--- config.mk ---
export PLATFORM = sky130hd
export DESIGN_NAME = alien_line_scheduler_flat
export DESIGN_NICKNAME = d
export VERILOG_FILES = /design/src/rtl/alien_line_scheduler_pkg.sv /design/src/rtl/alien_line_scheduler_if.sv /design/src/rtl/alien_line_scheduler_match.sv /design/src/rtl/alien_line_scheduler.sv /design/src/flat_wrapper.sv
export SDC_FILE = /design/constraint.sdc
export NUM_CORES = 1
export LEC_CHECK = 0
export CORE_ASPECT_RATIO = 1.5
export CORE_MARGIN = 3
export CORE_UTILIZATION = 45
export DETAILED_ROUTE_END_ITERATION = 12
export PLACE_DENSITY = 0.7
export SETUP_SLACK_MARGIN = 0.15
export SKIP_CTS_REPAIR_TIMING = 1
export SLEW_MARGIN = 20
export SYNTH_ARGS = -nofsm -noshare
export SYNTH_HDL_FRONTEND = slang
export SYNTH_SLANG_ARGS = --single-unit
--- constraint.sdc ---
create_clock -name clk -period 4.7 [get_ports clk]
set_input_delay 0.705 -clock clk [delete_from_list [all_inputs] [get_ports clk]]
set_output_delay 0.705 -clock clk [all_outputs]
set_load 0.02 [all_outputs]
--- src/rtl/alien_line_scheduler_pkg.sv ---
// Shared types and constants for the alien line scheduler and its renderers.
package alien_line_scheduler_pkg;

   // Largest sprite half-height; an alien's half-height is SPRITE_HALF_MAX - _r.
   localparam int SPRITE_HALF_MAX = 32;

   // One alien table word.
   typedef struct packed {
      logic [9:0] x_pos;
      logic [9:0] y_pos;
      logic [4:0] _r;
      logic [2:0] sprite;
   } AlienData;

   typedef enum logic [1:0] {
      IDLE,
      FETCH,
      CHECK,
      DONE
   } sched_state_t;

endpackage

--- src/rtl/alien_line_scheduler_if.sv ---
// Table/control/publish bundle between the line timing, alien table and scheduler.
interface alien_line_scheduler_if
   import alien_line_scheduler_pkg::*;
#(
   parameter int MAX_ALIENS = 8,
   parameter int SLOTS      = 4
);
   logic                          line_start;
   logic [9:0]                    next_v;
   logic [$clog2(MAX_ALIENS):0]   alien_count;
   logic [$clog2(MAX_ALIENS)-1:0] tbl_addr;
   AlienData                      tbl_data;
   AlienData [SLOTS-1:0]          slot_data;
   logic [SLOTS-1:0]              slot_valid;
   logic                          overflow;
   logic                          late;

   modport master (
      output line_start, next_v, alien_count, tbl_data,
      input  tbl_addr, slot_data, slot_valid, overflow, late
   );

   modport slave (
      input  line_start, next_v, alien_count, tbl_data,
      output tbl_addr, slot_data, slot_valid, overflow, late
   );
endinterface

--- src/rtl/alien_line_scheduler_match.sv ---
// Vertical span test: does alien d cover scanline v?
// Window is [y_pos - hh, y_pos + hh) with hh = SPRITE_HALF_MAX - _r, done in
// 12-bit signed so aliens near the top edge do not wrap.
module alien_line_match
   import alien_line_scheduler_pkg::*;
(
   input  AlienData   d,
   input  logic [9:0] v,
   output logic       hit
);
   logic signed [11:0] y_s;
   logic signed [11:0] hh_s;
   logic signed [11:0] v_s;

   assign y_s  = $signed({2'b00, d.y_pos});
   assign hh_s = $signed(12'(SPRITE_HALF_MAX)) - $signed({7'b0, d._r});
   assign v_s  = $signed({2'b00, v});
   assign hit  = ((y_s - hh_s) <= v_s) && (v_s < (y_s + hh_s));

   // Horizontal position and sprite index do not affect the vertical test.
   logic unused_ok;
   assign unused_ok = &{1'b0, d.x_pos, d.sprite};
endmodule

--- src/rtl/alien_line_scheduler.sv ---
// Alien line scheduler: during each line, scans the alien table for the next
// scanline into a shadow list; line_start publishes that list to the renderer
// slots and restarts the scan.
// Build option ALIEN_SCHED_DEPTH_SORT_EN: keep the shadow list in ascending _r
// (nearest first), evicting the farthest entry when a nearer alien arrives.
module alien_line_scheduler
   import alien_line_scheduler_pkg::*;
#(
   parameter int MAX_ALIENS = 8,
   parameter int SLOTS      = 4
)
(
   input logic                   clk,
   input logic                   rst_n,
   alien_line_scheduler_if.slave bus
);
   localparam int AW = $clog2(MAX_ALIENS);
   localparam int CW = AW + 1;
   localparam int SW = $clog2(SLOTS + 1);

   sched_state_t         state;
   logic [AW-1:0]        idx;
   logic [CW-1:0]        cnt_q;
   logic [9:0]           v_q;
   AlienData [SLOTS-1:0] sh_data;
   logic [SW-1:0]        sh_cnt;
   logic                 sh_ovf;

   AlienData [SLOTS-1:0] sh_up;
   AlienData [SLOTS-1:0] ins_list;
   logic [SW-1:0]        ins_pos;
   logic [SLOTS-1:0]     sh_valid;
   logic                 sh_full;
   logic                 accept;
   logic                 hit;
   logic [CW-1:0]        idx_inc;
   logic [CW-1:0]        cnt_clamp;

   alien_line_match u_match (
      .d   (bus.tbl_data),
      .v   (v_q),
      .hit (hit)
   );

   assign idx_inc   = {1'b0, idx} + 1'b1;
   // Counts beyond the table size would index past the end; scan the whole table instead.
   assign cnt_clamp = (bus.alien_count > CW'(MAX_ALIENS)) ? CW'(MAX_ALIENS) : bus.alien_count;

   // Insert position for the word under test and the resulting shadow list.
   always_comb begin
      sh_up   = sh_data << $bits(AlienData);
      sh_full = (sh_cnt == SW'(SLOTS));
`ifdef ALIEN_SCHED_DEPTH_SORT_EN
      // List is sorted, so entries with _r <= new _r form a prefix; equal _r stays in table order.
      ins_pos = '0;
      for (int i = 0; i < SLOTS; i++)
         if ((SW'(i) < sh_cnt) && (sh_data[i]._r <= bus.tbl_data._r))
            ins_pos = ins_pos + 1'b1;
`else
      ins_pos = sh_cnt;
`endif
      for (int i = 0; i < SLOTS; i++) begin
         if (SW'(i) < ins_pos)       ins_list[i] = sh_data[i];
         else if (SW'(i) == ins_pos) ins_list[i] = bus.tbl_data;
         else                        ins_list[i] = sh_up[i];
         sh_valid[i] = (SW'(i) < sh_cnt);
      end
      // When full, only a word landing inside the list (pushing the farthest out) is kept.
      accept = !sh_full || (ins_pos < SW'(SLOTS));
   end

   // Scan FSM, shadow list and published outputs.
   always_ff @(posedge clk) begin
      if (!rst_n) begin
         state          <= IDLE;
         idx            <= '0;
         cnt_q          <= '0;
         v_q            <= '0;
         sh_data        <= '0;
         sh_cnt         <= '0;
         sh_ovf         <= 1'b0;
         bus.tbl_addr   <= '0;
         bus.slot_data  <= '0;
         bus.slot_valid <= '0;
         bus.overflow   <= 1'b0;
         bus.late       <= 1'b0;
      end else if (bus.line_start) begin
         bus.slot_data  <= sh_data;
         bus.slot_valid <= sh_valid;
         bus.overflow   <= sh_ovf;
         bus.late       <= (state == FETCH) || (state == CHECK);
         sh_data        <= '0;
         sh_cnt         <= '0;
         sh_ovf         <= 1'b0;
         idx            <= '0;
         bus.tbl_addr   <= '0;
         v_q            <= bus.next_v;
         cnt_q          <= cnt_clamp;
         state          <= (cnt_clamp == '0) ? DONE : FETCH;
      end else begin
         case (state)
            FETCH: state <= CHECK;
            CHECK: begin
               if (hit) begin
                  if (accept) begin
                     sh_data <= ins_list;
                     if (!sh_full) sh_cnt <= sh_cnt + 1'b1;
                  end
                  if (sh_full) sh_ovf <= 1'b1;
               end
               idx <= idx_inc[AW-1:0];
               if (idx_inc < cnt_q) begin
                  bus.tbl_addr <= idx_inc[AW-1:0];
                  state        <= FETCH;
               end else begin
                  state <= DONE;
               end
            end
            default: ;
         endcase
      end
   end
endmodule

--- src/flat_wrapper.sv ---
// flat-port wrapper written by rule: the top's interface ports become plain ports
module alien_line_scheduler_flat import alien_line_scheduler_pkg::*;
#(
   parameter int MAX_ALIENS = 8,
   parameter int SLOTS      = 4
)
  (clk, rst_n, bus_line_start, bus_next_v, bus_alien_count, bus_tbl_data, bus_tbl_addr, bus_slot_data, bus_slot_valid, bus_overflow, bus_late);
  alien_line_scheduler_if #(.MAX_ALIENS(MAX_ALIENS), .SLOTS(SLOTS)) bus_i ();
  input logic clk;
  input logic rst_n;
  input wire logic [$bits(bus_i.line_start)-1:0] bus_line_start;
  input wire logic [$bits(bus_i.next_v)-1:0] bus_next_v;
  input wire logic [$bits(bus_i.alien_count)-1:0] bus_alien_count;
  input wire logic [$bits(bus_i.tbl_data)-1:0] bus_tbl_data;
  output wire logic [$bits(bus_i.tbl_addr)-1:0] bus_tbl_addr;
  output wire logic [$bits(bus_i.slot_data)-1:0] bus_slot_data;
  output wire logic [$bits(bus_i.slot_valid)-1:0] bus_slot_valid;
  output wire logic [$bits(bus_i.overflow)-1:0] bus_overflow;
  output wire logic [$bits(bus_i.late)-1:0] bus_late;
  assign bus_i.line_start = bus_line_start;
  assign bus_i.next_v = bus_next_v;
  assign bus_i.alien_count = bus_alien_count;
  assign bus_i.tbl_data = bus_tbl_data;
  assign bus_tbl_addr = bus_i.tbl_addr;
  assign bus_slot_data = bus_i.slot_data;
  assign bus_slot_valid = bus_i.slot_valid;
  assign bus_overflow = bus_i.overflow;
  assign bus_late = bus_i.late;
  alien_line_scheduler #(.MAX_ALIENS(MAX_ALIENS), .SLOTS(SLOTS)) u_core (.clk(clk), .rst_n(rst_n), .bus(bus_i));
endmodule
==> tab_implementation.tex, run 1 <==
\begin{tabular}{lr}
\hline
Metric & Value \\
\hline
\multicolumn{2}{l}{\textbf{Detailed routing}} \\
\quad Highest routing layer actually used & met4 \\
\quad DR WL/cell & 17.8 µm \\
\quad Number of search-and-repair iterations in the first detailed-routing pass & 5 \\
\quad Total DRC errors in the routed layout & 0 \\
\quad Met3 layer wire length in the routed design & 1360 µm \\
\quad First DRT Iteration DRCs & 650 \\
\quad Antenna-violating nets left & 0 \\
\quad Met2 wire len & 15400 µm \\
\quad Per-cell via count in the routed design & 5.39 \\
\quad Overall routed net length & 31600 µm \\
\quad Count of vias placed by the detailed router & 9596 \\
\quad Met1 layer wirelength in the final routing & 13800 µm \\
\multicolumn{2}{l}{\textbf{Placement}} \\
\quad Cell area after placement & 14000 µm² \\
\quad Placed wire-length estimate after detailed placement & 22200 µm \\
\quad Port bufs & 165 \\
\quad Routability congestion estimate from global placement & 0.860 \\
\quad Placed Instances & 1728 \\
\multicolumn{2}{l}{\textbf{Global route}} \\
\quad Number of antenna violations at the first check in global routing & 1 \\
\quad Global-route wire length before repair & 50200 µm \\
\quad Number of global-route vias before repair & 9265 \\
\quad Global Route Usage Sum & 0.213 \\
\quad Global route total overflow & 0 \\
\quad Maximum number of pins on one net before global-route repair & 104 \\
\multicolumn{2}{l}{\textbf{Worst setup path}} \\
\quad Largest fanout on the critical path & 8 \\
\quad Critical setup path kind & input pin to flip-flop \\
\quad Required time worst endpoint & 5140 ps \\
\quad Worst setup slack for register-to-register paths & 2010 ps \\
\quad Worst reg2reg startpoint & u\_core.v\_q[2] \\
\quad Critical path endpoint category & flip-flop \\
\quad Worst flop-to-flop path endpoint & u\_core.sh\_data[3] \\
\quad Arr. time, crit path & 4760 ps \\
\quad Depth of the most critical reg-to-reg path & 10 \\
\quad CP Launch Point & bus\_tbl\_data[6] \\
\quad Startpoint type of the worst setup path & input pin \\
\multicolumn{2}{l}{\textbf{Final layout}} \\
\quad Final design instance area without fill & 15100 µm² \\
\quad Most used cells in the layout excluding fill and tap cells & dfxtp\_1 (256), mux2i\_1 (191), clkdlybuf4s50\_1 (159) \\
\quad Most common cell after layout, fill and taps aside & dfxtp\_1 \\
\quad Non-filler instance count after layout & 1780 \\
\quad Fin util & 0.586 \\
\quad \# nets final & 1518 \\
\quad Area growth from synthesis to final layout & 27.7\% \\
\quad Layout cell share with drive strength beyond 1 & 0.111 \\
\multicolumn{2}{l}{\textbf{Synth}} \\
\quad Share of synthesized area occupied by flip-flops and latches & 0.432 \\
\quad Top area cells in the synthesized netlist & dfxtp\_1 (43\%), mux2i\_1 (16\%), nor2b\_1 (7.2\%) \\
\quad Post-synth top area cell & dfxtp\_1 \\
\quad Warnings from Yosys & 0 \\
\quad Top cell type's share of synthesized area & 0.432 \\
\quad Post-Syn Area & 11900 µm² \\
\quad Instance count of the mapped netlist & 1273 \\
\quad Number of synthesized flops with an enable pin & 0 \\
\quad Syn\_nets & 1362 \\
\quad Most instantiated flip-flop cell in the synthesis netlist & dfxtp\_1 \\
\quad Post-synth ARST share & 0 \\
\quad Register bit total from synthesis & 256 \\
\quad Number of distinct library cells after synthesis & 50 \\
\quad Mean cell area of the mapped netlist & 9.31 µm² \\
\multicolumn{2}{l}{\textbf{Power and ir drop}} \\
\quad Power per cell area & 322 nW/µm² \\
\quad Worst IR Drop VDD & 0.000207 V \\
\quad Pleak & 5.51 nW \\
\multicolumn{2}{l}{\textbf{STA}} \\
\quad Post-route setup TNS & 0 ps \\
\quad Worst clock skew & 15.1 ps \\
\quad Final hold violations & 0 \\
\quad Maximum frequency from static timing analysis & 231 MHz \\
\quad RSZ-0062 raised after global routing & no \\
\quad Portion of the clock cycle consumed by the worst path in the final layout & 0.920 \\
\quad Worst slew pin tran & 1050 ps \\
\quad Worst-case headroom to the max-slew limit & 0.296 \\
\quad Setup-violating endpoint count in the final report & 0 \\
\quad Worst hold-check slack & 472 ps \\
\quad Final Max Tran Viols & 0 \\
\quad Minimum clock period & 4320 ps \\
\multicolumn{2}{l}{\textbf{Min path}} \\
\quad Path category of the worst min-delay check & flip-flop to flip-flop \\
\quad HP Start & u\_core.sh\_data[69] \\
\quad WHS Path Cells & 2 \\
\quad Hold worst-path end & u\_core.sh\_data[69] \\
\multicolumn{2}{l}{\textbf{Flow run}} \\
\quad Number of maximum-capacitance constraint violations & 0 \\
\multicolumn{2}{l}{\textbf{Clock network}} \\
\quad Clock tree from TritonCTS & done \\
\quad CTS Sinks & 256 \\
\quad Clock Pin Slew Worst Setup and Hold Paths & 60 ps \\
\quad Maximum count of clock buffers along a single path & 3 \\
\quad Total CTS buffers & 24 \\
\quad Worst-Skew Late Latency & 520 ps \\
\quad Number of H-tree levels & 1 \\
\quad Cell chosen for the clock root & clkbuf\_16 \\
\multicolumn{2}{l}{\textbf{Die}} \\
\quad Die outline area & 28400 µm² \\
\quad Die Span Y & 205 µm \\
\quad Row cnt & 72 \\
\quad Area of the placeable core & 25900 µm² \\
\quad Boundary pin count & 166 \\
\quad Initial core utilization & 0.458 \\
\quad Die width & 139 µm \\
\multicolumn{2}{l}{\textbf{Outcome}} \\
\quad Result of the run & finished clean \\
\hline
\end{tabular}
==> power breakdown <==
group | switching [mW] | internal (mW)
Combinational | 0.314 | 0.261
Clock | 0.834 | 1.25
Sequential | 0.0189 | 2.19
==> layout make-up <==
class / instances / area (µm²)
diodes: 1 / 2.50
well taps: 333 / 417
flip-flops and latches: 256 / 5120
clock inverters: 12 / 171
inverters: 31 / 116
repair buffers: 232 / 2320
clock buffers: 31 / 687
fillers: 2262 / 10700
multi-input cells: 884 / 6300
==> sequential cells by signal, indices dropped and copies added, names as in the netlist <==
signal / cells
u_core.bus.tbl_addr: 3
u_core.ins_pos: 3
u_core.bus.slot_data: 112
u_core.bus.overflow: 1
u_core.cnt_q: 4
u_core.v_q: 10
u_core.sh_data: 112
u_core.bus.late: 1
u_core.bus.slot_valid: 4
u_core.state: 2
u_core.idx: 3
u_core.sh_ovf: 1
==> cells by family (layout without fill, tap and decap cells) <==
logic type      Yosys count  count (layout)  synth area share
flops                   256             256             0.432
compound gates          196             196             0.110
other cells               0               1                 0
xor+xnor                 19              19            0.0140
fa+ha+maj                44              44            0.0477
buf+inv                 133             306            0.0494
simple gates            434             434             0.185
mux                     191             191             0.161
==> synth_stat cells (all sizes together), types with 6 or more instances <==
| master | instances |
|---|---|
| clkbuf | 63 |
| nand2 | 132 |
| xor2 | 12 |
| ha | 42 |
| a211oi | 32 |
| xnor2 | 7 |
| nor2b | 137 |
| dfxtp | 256 |
| a21oi | 42 |
| nor3 | 6 |
| o21ai | 68 |
| buf | 39 |
| inv | 31 |
| nand4 | 28 |
| o31ai | 32 |
| nand3 | 58 |
| mux2i | 191 |
| nor2 | 53 |
==> stage by stage <==
| stage | total power, mW | worst slack [ps] |
|---|---|---|
| final | 4.87 | 377 |
| after global routing | 5.05 | 145 |
| after CTS | 4.88 | 11.8 |
| after detailed placement | 2.80 | -515 |
| after global placement | 2.78 | -458 |
| after floorplan | 2.59 | 271 |
==> metal layers <==
layer  up-vias  GRT usage
li1       4723          -
met1      4527      0.280
met2       287      0.365
met3        59     0.0227
met4         0     0.0731
met5         -          0
==> critical path, cell delays in order <==
cell             delay [ps]
clkdlybuf4s50_1         510
or3b_2                  530
ha_4                    180
or3_4                   340
or3_1                   350
o21ai_1                 160
ha_1                    290
a211oi_2                260
nand4_1                 210
a2111oi_4               430
buf_6                   220
and2_4                  240
buf_12                  130
mux2i_1                 180
==> how the worst max path moves through the flow <==
| stage | end | slack, ps |
|---|---|---|
| finish | u_core.sh_data[3] | 380 |
| CTS | u_core.sh_data[84] | 10 |
| global route | u_core.sh_data[3] | 140 |
| floorplan | u_core.sh_data[0] | 270 |
| detailed placement | u_core.sh_data[84] | -520 |
| global placement | u_core.sh_data[9] | -460 |
(Power assumes the default switching activity.)
==> inputs of run 2 (changes only) <==
Settings changed: GPL_TIMING_DRIVEN from default to 0.
==> tab_implementation.tex, run 2 (synthesized netlist as in run 1, its figures left out) <==
\begin{tabular}{lr}
\hline
Metric & Value \\
\hline
\multicolumn{2}{l}{\textbf{Outcome}} \\
\quad Result of the run & finished clean \\
\multicolumn{2}{l}{\textbf{Global route}} \\
\quad Number of global-route vias before repair & 9519 \\
\quad Met1 track demand over resource & 0.271 \\
\quad GR Util met2 & 0.423 \\
\quad Global route total overflow & 0 \\
\quad Maximum number of pins on one net before global-route repair & 15 \\
\quad Global-route wire length before repair & 52000 µm \\
\quad Most utilized layer in the global route result & met2 \\
\quad Met3 Resource Use GR & 0.0231 \\
\quad Global Route Usage Sum & 0.228 \\
\quad Number of antenna violations at the first check in global routing & 1 \\
\multicolumn{2}{l}{\textbf{Min path}} \\
\quad Hold worst-path end & u\_core.sh\_data[25] \\
\quad Path category of the worst min-delay check & flip-flop to flip-flop \\
\quad HP Start & u\_core.sh\_data[25] \\
\quad WHS Path Cells & 2 \\
\multicolumn{2}{l}{\textbf{Worst setup path}} \\
\quad Crit-path leading delay family & compound AO/OA/AOI/OAI gates \\
\quad Critical setup path kind & input pin to flip-flop \\
\quad Startpoint type of the worst setup path & input pin \\
\quad Worst flop-to-flop path endpoint & u\_core.sh\_data[106] \\
\quad Depth of the most critical reg-to-reg path & 6 \\
\quad Worst reg2reg startpoint & u\_core.ins\_pos[1] \\
\quad Cell type of the slowest stage on the worst timing path & o31ai\_2 \\
\quad Largest fanout on the critical path & 10 \\
\quad Arr. time, crit path & 4860 ps \\
\quad Cell breakdown of the critical path & clkbuf\_4, inv\_1, ha\_1, nor3b\_2, xnor2\_1, buf\_4, ha\_4, nor2b\_1, o21ai\_2, o21ai\_4, o31ai\_1, o21ai\_0, ha\_1, nand4\_1, o31ai\_2, a2bb2oi\_2, a2111oi\_4, buf\_4, buf\_6, and2\_4, buf\_8, buf\_12, o21ai\_2 \\
\quad Longest individual stage delay on the worst path & 360 ps \\
\quad Required time worst endpoint & 5120 ps \\
\quad Worst setup slack for register-to-register paths & 1780 ps \\
\quad Critical path endpoint category & flip-flop \\
\quad Critical path buffer and inverter count & 7 \\
\multicolumn{2}{l}{\textbf{Die}} \\
\quad Die Span Y & 205 µm \\
\quad Die outline area & 28400 µm² \\
\quad Row cnt & 72 \\
\quad Die width & 139 µm \\
\quad Boundary pin count & 166 \\
\quad Initial core utilization & 0.458 \\
\quad Area of the placeable core & 25900 µm² \\
\multicolumn{2}{l}{\textbf{STA}} \\
\quad RSZ-0062 raised after global routing & yes \\
\quad Final Max Tran Viols & 0 \\
\quad Worst slew pin tran & 1060 ps \\
\quad Worst-case headroom to the max-slew limit & 0.292 \\
\quad Final hold violations & 0 \\
\quad Maximum frequency from static timing analysis & 225 MHz \\
\quad Setup-violating endpoint count in the final report & 0 \\
\quad Minimum clock period & 4440 ps \\
\quad Portion of the clock cycle consumed by the worst path in the final layout & 0.945 \\
\quad Worst clock skew & 15.8 ps \\
\quad Worst hold-check slack & 475 ps \\
\multicolumn{2}{l}{\textbf{Final layout}} \\
\quad Most common cell after layout, fill and taps aside & dfxtp\_1 \\
\quad \# nets final & 1555 \\
\quad Layout fillers & 2325 \\
\quad Top flop regs & u\_core.bus.slot\_data: 112 flops, u\_core.sh\_data: 112 flops, u\_core.v\_q: 10 flops \\
\quad Area growth from synthesis to final layout & 25.4\% \\
\quad Most used cells in the layout excluding fill and tap cells & dfxtp\_1 (256), mux2i\_1 (191), clkdlybuf4s50\_1 (152) \\
\quad Final design instance area without fill & 14900 µm² \\
\quad Layout cell share with drive strength beyond 1 & 0.0756 \\
\quad Non-filler instance count after layout & 1815 \\
\quad Fin util & 0.575 \\
\multicolumn{2}{l}{\textbf{Clock network}} \\
\quad Maximum count of clock buffers along a single path & 3 \\
\quad Clock Pin Slew Worst Setup and Hold Paths & 60 ps \\
\quad Clock tree from TritonCTS & done \\
\quad CTS Sinks & 256 \\
\quad Number of H-tree levels & 1 \\
\quad Cell chosen for the clock root & clkbuf\_16 \\
\quad Worst-Skew Late Latency & 530 ps \\
\quad Total CTS buffers & 24 \\
\multicolumn{2}{l}{\textbf{Placement}} \\
\quad Routability congestion estimate from global placement & 0.909 \\
\quad Placed Instances & 1766 \\
\quad Placed wire-length estimate after detailed placement & 26300 µm \\
\quad Port bufs & 160 \\
\quad Cell area after placement & 13900 µm² \\
\multicolumn{2}{l}{\textbf{Detailed routing}} \\
\quad Antenna-violating nets left & 0 \\
\quad DR WL/cell & 18.5 µm \\
\quad First DRT Iteration DRCs & 450 \\
\quad Per-cell via count in the routed design & 5.28 \\
\quad Total DRC errors in the routed layout & 0 \\
\quad Overall routed net length & 33600 µm \\
\quad Count of vias placed by the detailed router & 9592 \\
\quad Number of search-and-repair iterations in the first detailed-routing pass & 7 \\
\multicolumn{2}{l}{\textbf{Power and ir drop}} \\
\quad Power per cell area & 320 nW/µm² \\
\quad Total power after layout & 4.75 mW \\
\quad Pleak & 5.33 nW \\
\quad Worst IR Drop VDD & 0.000254 V \\
\multicolumn{2}{l}{\textbf{Flow run}} \\
\quad Number of maximum-capacitance constraint violations & 0 \\
\hline
\end{tabular}
## run 2: changes by cell type in the layout (fill, tap and decap cells not counted), sizes merged
cell | previous run | this run
clkinvlp | 0 | 1
clkbuf | 34 | 104
dlymetal6s2s | 4 | 6
buf | 66 | 42
clkinv | 8 | 3
bufinv | 4 | 2
clkdlybuf4s50 | 159 | 152
## run 2: stage by stage
stage	worst slack, ps	setup TNS [ps]
after floorplan	271	0
after global placement	-944	-96980
after detailed placement	-991	-102770
after CTS	-451	-40670
after global routing	47.8	0
final	258	0
## run 2: worst max path at each step
stage | startpoint | cells past startpoint | endpoint
2_1_floorplan | bus_tbl_data[5] | 18 | u_core.sh_data[0]
3_3_place_gp | bus_tbl_data[3] | 20 | u_core.sh_data[49]
3_5_place_dp | bus_tbl_data[3] | 20 | u_core.sh_data[35]
4_1_cts | bus_tbl_data[3] | 20 | u_core.sh_data[35]
5_1_grt | bus_tbl_data[3] | 22 | u_core.sh_data[104]
6_report | bus_tbl_data[3] | 23 | u_core.sh_data[23]
## run 2: cell type report
cell class / count / area, µm² / share of cell area
Clock buffer: 35 / 723 / 0.0487
Tap cell: 333 / 417 / 0.0280
Multi-Input combinational cell: 884 / 6250 / 0.420
Buffer: 102 / 488 / 0.0328
Antenna cell: 1 / 2.50 / 0.000168
Clock inverter: 6 / 82.6 / 0.00556
Timing Repair Buffer: 167 / 1660 / 0.112
Inverter: 31 / 116 / 0.00783
Sequential cell: 256 / 5120 / 0.345
## run 2: tightest hold or removal path, stage by stage, from the launching register on
cell	delay (ps)
dfxtp_1	320
nand2_1	70
o21ai_2	40
## run 2: where the power goes
| part | switching, mW | leakage [nW] | internal (mW) |
|---|---|---|---|
| clock | 0.825 | 0.396 | 1.17 |
| combinational | 0.325 | 2.87 | 0.224 |
| sequential | 0.0180 | 2.07 | 2.19 |
| total | 1.17 | 5.33 | 3.59 |
## run 2: routing by layer
metal	up-vias	routed length, µm
met3	68	1480
li1	4782	-
met5	-	0
met4	0	1140
met1	4511	13700
met2	231	17300
==> inputs of run 3 (changes only) <==
Settings changed: GPL_ROUTABILITY_DRIVEN from default to 0.
==> tab_implementation.tex, run 3 (synthesized netlist as in run 1, its figures left out) <==
\begin{tabular}{lr}
\hline
Metric & Value \\
\hline
\multicolumn{2}{l}{\textbf{Detailed routing}} \\
\quad Number of search-and-repair iterations in the first detailed-routing pass & 5 \\
\quad Count of vias placed by the detailed router & 9520 \\
\quad First DRT Iteration DRCs & 419 \\
\quad Antenna-violating nets left & 0 \\
\quad Per-cell via count in the routed design & 5.25 \\
\quad DR WL/cell & 18.3 µm \\
\quad Overall routed net length & 33100 µm \\
\quad Total DRC errors in the routed layout & 0 \\
\multicolumn{2}{l}{\textbf{Final layout}} \\
\quad Most used cells in the layout excluding fill and tap cells & dfxtp\_1 (256), mux2i\_1 (191), clkdlybuf4s50\_1 (152) \\
\quad Final design instance area without fill & 14900 µm² \\
\quad Area growth from synthesis to final layout & 25.3\% \\
\quad \# nets final & 1552 \\
\quad Top flop regs & u\_core.bus.slot\_data: 112 flops, u\_core.sh\_data: 112 flops, u\_core.v\_q: 10 flops \\
\quad Most common cell after layout, fill and taps aside & dfxtp\_1 \\
\quad Layout cell share with drive strength beyond 1 & 0.0743 \\
\quad Fin util & 0.575 \\
\multicolumn{2}{l}{\textbf{Worst setup path}} \\
\quad Worst reg2reg startpoint & u\_core.ins\_pos[1] \\
\quad Critical setup path kind & input pin to flip-flop \\
\quad Depth of the most critical reg-to-reg path & 6 \\
\quad Critical path's most frequent cell & buf\_6 \\
\quad Cell breakdown of the critical path & clkbuf\_2, nor3\_2, or3b\_2, ha\_2, or3\_4, or3\_1, o21ai\_0, ha\_1, a211oi\_1, nand4\_1, a2111oi\_4, buf\_4, buf\_6, and2\_4, buf\_6, buf\_12, o21ai\_2 \\
\quad Required time worst endpoint & 5120 ps \\
\quad Arr. time, crit path & 4770 ps \\
\quad Critical path endpoint category & flip-flop \\
\quad Worst setup slack for register-to-register paths & 1760 ps \\
\quad Startpoint type of the worst setup path & input pin \\
\quad CP Launch Point & bus\_tbl\_data[5] \\
\quad Longest individual stage delay on the worst path & 490 ps \\
\quad Worst flop-to-flop path endpoint & u\_core.sh\_data[106] \\
\quad Largest fanout on the critical path & 10 \\
\quad Cell type of the slowest stage on the worst timing path & or3b\_2 \\
\multicolumn{2}{l}{\textbf{Power and ir drop}} \\
\quad Int Pwr & 3.68 mW \\
\quad Power per cell area & 326 nW/µm² \\
\quad Total power after layout & 4.85 mW \\
\quad Worst IR Drop VDD & 0.000227 V \\
\quad Sequential fraction of design power & 0.456 \\
\quad Sw power & 1.17 mW \\
\quad Switching Share & 0.242 \\
\quad Pleak & 5.35 nW \\
\quad Proportion of power drawn by combinational gates & 0.108 \\
\quad Share of total power in the clock network & 0.436 \\
\multicolumn{2}{l}{\textbf{STA}} \\
\quad Setup-violating endpoint count in the final report & 0 \\
\quad Final hold violations & 0 \\
\quad Maximum frequency from static timing analysis & 230 MHz \\
\quad Portion of the clock cycle consumed by the worst path in the final layout & 0.926 \\
\quad Minimum clock period & 4350 ps \\
\quad Worst slew pin tran & 1030 ps \\
\quad Worst clock skew & 11.5 ps \\
\quad Final Max Tran Viols & 0 \\
\quad Worst hold-check slack & 478 ps \\
\quad RSZ-0062 raised after global routing & no \\
\quad Post-route setup TNS & 0 ps \\
\quad Worst-case headroom to the max-slew limit & 0.309 \\
\multicolumn{2}{l}{\textbf{Global route}} \\
\quad Global route total overflow & 0 \\
\quad Global Route Usage Sum & 0.227 \\
\quad Global-route wire length before repair & 52300 µm \\
\quad Maximum number of pins on one net before global-route repair & 17 \\
\quad Number of global-route vias before repair & 9616 \\
\quad Number of antenna violations at the first check in global routing & 2 \\
\multicolumn{2}{l}{\textbf{Clock network}} \\
\quad Cell chosen for the clock root & clkbuf\_16 \\
\quad Clock Pin Slew Worst Setup and Hold Paths & 70 ps \\
\quad Clock tree from TritonCTS & done \\
\quad Number of H-tree levels & 1 \\
\quad Total CTS buffers & 24 \\
\quad Maximum count of clock buffers along a single path & 3 \\
\quad Worst-Skew Late Latency & 530 ps \\
\quad CTS Sinks & 256 \\
\multicolumn{2}{l}{\textbf{Flow run}} \\
\quad Number of maximum-capacitance constraint violations & 0 \\
\multicolumn{2}{l}{\textbf{Min path}} \\
\quad HP Start & u\_core.sh\_data[66] \\
\quad Path category of the worst min-delay check & flip-flop to flip-flop \\
\quad Hold worst-path end & u\_core.sh\_data[66] \\
\quad WHS Path Cells & 2 \\
\multicolumn{2}{l}{\textbf{Die}} \\
\quad Row cnt & 72 \\
\quad Area of the placeable core & 25900 µm² \\
\quad Die Span Y & 205 µm \\
\quad Die outline area & 28400 µm² \\
\quad Die width & 139 µm \\
\quad Initial core utilization & 0.458 \\
\quad Boundary pin count & 166 \\
\multicolumn{2}{l}{\textbf{Placement}} \\
\quad Port bufs & 160 \\
\quad Cell area after placement & 13900 µm² \\
\quad Placed wire-length estimate after detailed placement & 26100 µm \\
\multicolumn{2}{l}{\textbf{Outcome}} \\
\quad Result of the run & finished clean \\
\hline
\end{tabular}
## run 3: cell type report
cell class | instances | area, µm²
inverters | 31 | 116
fillers | 2329 | 11000
clock inverters | 11 | 164
clock buffers | 32 | 702
flip-flops and latches | 256 | 5120
multi-input cells | 884 | 6220
diodes | 2 | 5.00
repair buffers | 164 | 1640
plain buffers | 102 | 477
well taps | 333 | 417
## run 3: how the worst max path moves through the flow
stage                     slack, ps            endpoint  depth (start not counted)
after CTS                      -450   u_core.sh_data[6]                         21
after global placement         -890  u_core.sh_data[25]                         21
after floorplan                 270   u_core.sh_data[0]                         18
after global routing            150  u_core.sh_data[60]                         23
final                           350   u_core.sh_data[6]                         17
after detailed placement       -990   u_core.sh_data[6]                         21
## run 3: layer usage
| layer | vias to the layer above | GRT usage | part of all wire |
|---|---|---|---|
| li1 | 4777 | - | - |
| met1 | 4445 | 0.265 | 0.41 |
| met2 | 237 | 0.422 | 0.52 |
| met3 | 61 | 0.0252 | 0.043 |
| met4 | 0 | 0.0932 | 0.034 |
| met5 | - | 0 | 0 |
## run 3: through the flow
stage | setup slack [ps] | std cells
6_report | 349 | 1815
5_1_grt | 152 | 1815
4_1_cts | -446 | 1809
3_5_place_dp | -987 | 1766
3_3_place_gp | -892 | 1766
2_1_floorplan | 271 | 1273
## run 3: worst max-delay path: cells and delay by family
family / cells / cell delay [ps]
buf+inv: 5 / 870
fa+ha+maj: 2 / 490
compound gates: 4 / 910
simple gates: 6 / 1790
## run 3: power by group through the flow
stage                     Clock [mW]  Combinational, mW  Sequential (mW)
after floorplan                    0              0.331             2.26
final                           2.11              0.526             2.21
after global placement             0              0.499             2.26
after detailed placement           0              0.508             2.26
after CTS                       2.15              0.511             2.21
after global routing            2.23              0.577             2.21
